`src/rtl/ohc_5_forward_converter.sv`:
```
// ohc_5_forward_converter
// Bit-serial W-bit unsigned binary to one-hot residue mod 5 converter.
// The operand is consumed MSB first, one bit per clock. The residue is kept
// in one-hot form throughout: doubling is a fixed wire permutation and adding
// a 1 bit is a rotate-left by one position.
//
// Optional feature macro: OHC5_BIN_OUT_EN adds out_bin[2:0], the registered
// binary encoding of out_res, qualified by the same out_valid.
//
// Handshake rule: a transfer happens on a rising edge where valid and ready
// are both high. in_ready is high only in IDLE, so operands never overlap.
// out_valid is held, with out_res and out_bin stable, until out_ready is seen.
//
// The FSM state is kept in the enum signal "state" so checkers can observe it.
module ohc_5_forward_converter #(
  parameter int W = 16
) (
  input  logic         clk,
  input  logic         rst_n,
  input  logic         in_valid,
  output logic         in_ready,
  input  logic [W-1:0] in_data,
  output logic         out_valid,
  input  logic         out_ready,
  output logic [4:0]   out_res
`ifdef OHC5_BIN_OUT_EN
  ,
  output logic [2:0]   out_bin
`endif
);

  localparam int CW = $clog2(W);

  typedef enum logic [1:0] {
    IDLE  = 2'd0,
    SHIFT = 2'd1,
    DONE  = 2'd2
  } state_t;

  state_t        state;
  logic [W-1:0]  sh;
  logic [CW-1:0] cnt;
  logic [4:0]    r;
  logic [4:0]    r_dbl;
  logic [4:0]    r_next;

  // One residue step r <- (2r + b) mod 5 in one-hot form, b = current MSB.
  // Doubling maps index 0->0, 1->2, 2->4, 3->1, 4->3.
  always_comb begin
    r_dbl  = {r[2], r[4], r[1], r[3], r[0]};
    r_next = r_dbl;
    if (sh[W-1]) begin
      r_next = {r_dbl[3:0], r_dbl[4]};
    end
  end

  // Accept gating is combinational on rst_n so in_ready is low during reset
  // and high on the very first cycle after release.
  assign in_ready = rst_n && (state == IDLE);
  assign out_res  = r;

  // Converter FSM: accept operand, shift W bits, hold residue until taken.
  always_ff @(posedge clk) begin
    if (!rst_n) begin
      state     <= IDLE;
      out_valid <= 1'b0;
      r         <= 5'b00001;
      cnt       <= '0;
      sh        <= '0;
`ifdef OHC5_BIN_OUT_EN
      out_bin   <= 3'd0;
`endif
    end else begin
      case (state)
        IDLE: begin
          if (in_valid) begin
            sh    <= in_data;
            r     <= 5'b00001;
            cnt   <= CW'(W - 1);
            state <= SHIFT;
          end
        end
        SHIFT: begin
          r   <= r_next;
          sh  <= {sh[W-2:0], 1'b0};
          cnt <= cnt - 1'b1;
          if (cnt == '0) begin
            state     <= DONE;
            out_valid <= 1'b1;
`ifdef OHC5_BIN_OUT_EN
            out_bin   <= {r_next[4], r_next[2] | r_next[3], r_next[1] | r_next[3]};
`endif
          end
        end
        DONE: begin
          if (out_ready) begin
            out_valid <= 1'b0;
            state     <= IDLE;
          end
        end
        default: begin
          state     <= IDLE;
          out_valid <= 1'b0;
        end
      endcase
    end
  end

endmodule
```
`config.mk`:
```
export PLATFORM = sky130hd
export DESIGN_NAME = ohc_5_forward_converter
export DESIGN_NICKNAME = d
export VERILOG_FILES = /design/src/rtl/ohc_5_forward_converter.sv
export SDC_FILE = /design/constraint.sdc
export NUM_CORES = 1
export LEC_CHECK = 0
export CAP_MARGIN = 0
export CORE_MARGIN = 5
export CORE_UTILIZATION = 40
export CTS_CLUSTER_DIAMETER = 50
export DETAILED_ROUTE_END_ITERATION = 7
export RECOVER_POWER = 50
export SETUP_SLACK_MARGIN = 0.1
export SLEW_MARGIN = 20
export SYNTH_ARGS = -nofsm -noshare
export SYNTH_HDL_FRONTEND = slang
export SYNTH_SLANG_ARGS = --single-unit
```
`constraint.sdc`:
```
create_clock -name clk -period 1.39 [get_ports clk]
set_clock_uncertainty 0.1 [all_clocks]
set_input_delay 0.2085 -clock clk [delete_from_list [all_inputs] [get_ports clk]]
set_output_delay 0.2085 -clock clk [all_outputs]
set_load 0.03 [all_outputs]
```
==> flow_summary.ini <==
[global_route]
grt_pass1_vias = 1197
track_usage = 0.140
gr-total-overflow = 0
grt_pass1_wl_um = 5550
grt_max_degree = 20
grt_antenna_before_repair = 0

[clocking]
cts_root_buf = clkbuf_4
clkTransAtPathRegs_ns = 0.16
numCtsBuffers = 3
cts_tree = done
cts_num_sinks = 28
cts_max_level = 1
hold_buffers = 0
clk_latency_ns = 0.33
cts_buffer_depth = 2

[layout]
layout-drive-gt1-share = 0.426
synthToLayoutAreaGrowth_pct = 40.9
final_core_util = 0.587
nets = 217
regArea_sq_um = 568
fin_area_sq_mm = 0.00197
fillers = 333
multi_input_area_sq_um = 831
antenna_cells = 0

[logic_synthesis]
syn_area_sq_mm = 0.00140
synth_fa_ha_area_frac = 0.00894
synth_edf_count = 0
synth_cells = 154
synth-async-reset-ratio = 0
synthMuxAreaShare = 0.0375
ys_top_cells_by_count = 28 x dfxtp_1, 22 x a21oi_1, 19 x nand2_1
yosysTopAreaCell = dfxtp_1
synth_top_family_by_area = compound AO/OA/AOI/OAI gates
synthFlopType = dfxtp_1
yosysWarnings = 0
synth_area_leaders = dfxtp_1 40%, a21oi_1 7.9%, o21ai_2 6.9%
synth_area_per_cell_sq_um = 9.09
synth-simple-area-share = 0.162
synth_compound_area_frac = 0.300
synth_seq_cells = 28
yosysTopAreaCellShare = 0.400
ys_seq_area_frac = 0.400
synthXorXnorAreaFrac = 0
ys_types = 31
yosysMostFrequentCell = dfxtp_1
syn-num-nets = 175

[routing]
ant_nets = 0
wl_met1_um = 1520
via_per_inst = 5.07
dr.pass1.iters = 4
vias = 1222
met2_length_um = 1770
drt-initial-drc-count = 60
highest_layer = met4
drc = 0
drt-wirelength-per-cell_um = 14.2
totalWireLength_um = 3410
dr_wl_met3_um = 104

[power]
swShare = 0.316
combPwrFrac = 0.319
p_switching_mw = 0.633
seqPwrFrac = 0.473
pwr-share-clk = 0.208
p_int_mw = 1.37
vdd_drop_max_mv = 0.431
powerDensity_mw_per_mm2 = 1010
p_leak_nw = 0.782

[placement]
gp_congestion = 0.810
placedInstanceArea_sq_mm = 0.00175
portBuffers = 26
hpwl_um = 2180

[floorplanning]
rows = 21
fp.dieH_um = 69.2
initial_utilization = 0.416
io_pins = 27
core_sq_mm = 0.00336
die_w_um = 69.2
die_area_sq_mm = 0.00478

[sta]
slew_violations = 0
period_needed_ns = 1.38
max_slew_margin = 0.811
hold_ws_ns = 0.223
final_min_period_over_clock_period = 0.996
fmax_mhz = 722
hold_viol = 0
tightest_slew_ns = 0.283
rsz0062_at_grt = true
setup_violations = 0

[critical_path]
cp_slowest_cell = dfxtp_2
regToRegSetupSlack_ns = 0.04
worstPathMaxFanout = 4
worstPathRequired_ns = 1.08
start_kind = flop
crit_chain = buf_4 -> nor2_4 -> buf_6
reg2reg_depth = 4
worstSetupEndpointType = primary output
slowest_delay_ns = 0.36
arrival_ns = 1.08
worstSetupPathType = reg -> out

[hold_path]
whs_path_depth = 4
hold_class = in -> reg

[status]
outcome = complete, no violations

[run]
cap_violations = 0
[power groups by stage]
stage / combinational, mW / clock [mW] / sequential, mW
2_1_floorplan: 0.350 / 0 / 0.958
3_3_place_gp: 0.505 / 0 / 0.954
3_5_place_dp: 0.516 / 0 / 0.956
4_1_cts: 0.572 / 0.426 / 0.939
5_1_grt: 0.692 / 0.460 / 0.960
6_report: 0.638 / 0.417 / 0.946
[repair_timing]
item / CTS / global route
setup buffers: 4 / 1
endpoints found under the hold margin: 0 / 0
setup endpoints to repair: 29 / 29
pin swaps: 0 / 3
resized for setup: 47 / 24
gates cloned: 1 / 1
[layout by cell type, fill, tap and decap left out, drive strengths merged]
cell,n
nand2b,3
o21bai,1
o21ba,3
and4bb,1
and3,3
nor2b,5
o22ai,1
nand3b,1
nor2,4
o21ai,20
dlymetal6s2s,1
and2,1
buf,24
mux2,2
o31ai,1
a22oi,3
nor3,2
nand3,3
nand2,19
nor3b,2
dfxtp,28
mux2i,3
clkbuf,10
ha,1
clkdlybuf4s50,18
inv,3
a21oi,32
[critical path: cells and delay by family, from the launching register on]
| family | cells | cell delay [ns] |
|---|---|---|
| DFF | 1 | 0.36 |
| and+or+nand+nor | 1 | 0.10 |
| buffers and inverters | 2 | 0.28 |
[flip-flops by register name, summed over array words and instances (netlist names)]
name / cells
state: 2
cnt: 4
out_res: 5
out_valid: 1
sh: 16
[final timing paths]
kind	startpoint	endpoint
setup / recovery	state[0]$_SDFFE_PN0P_	in_ready
hold / removal	rst_n	state[0]$_SDFFE_PN0P_
setup reg to reg	state[1]$_SDFFE_PN0P_	cnt[1]$_SDFFE_PN0P_
hold reg to reg	out_res[4]$_SDFFE_PN0P_	out_res[4]$_SDFFE_PN0P_
[layer usage]
metal | up-vias | track usage
met5 | - | 0
met4 | 0 | 0.0390
met3 | 2 | 0.0247
met2 | 14 | 0.234
met1 | 583 | 0.183
li1 | 623 | -
[metrics by stage]
stage	power (mW)	setup WS, ns	setup TNS, ns	std cells
2_1_floorplan	1.31	0.102	0	154
3_3_place_gp	1.46	-0.141	-2.40	230
6_report	2.00	0.00561	0	241
4_1_cts	1.94	-0.0248	-0.0248	239
3_5_place_dp	1.47	-0.170	-3.05	230
5_1_grt	2.11	-0.0391	-0.0651	241
[cell families after synthesis]
| group | after synthesis |
|---|---|
| AOI/OAI and AO/OA | 60 |
| and+or+nand+nor | 44 |
| DFF | 28 |
| buffers and inverters | 16 |
| muxes | 5 |
| adders and majority gates | 1 |
[final cells by class]
class,instances,share of cell area
Multi-Input combinational cell,111,0.421
Inverter,3,0.00571
Tap cell,46,0.0292
Sequential cell,28,0.288
Clock buffer,4,0.0184
Timing Repair Buffer,49,0.238
Note: power is estimated with default switching activity, not from simulation.
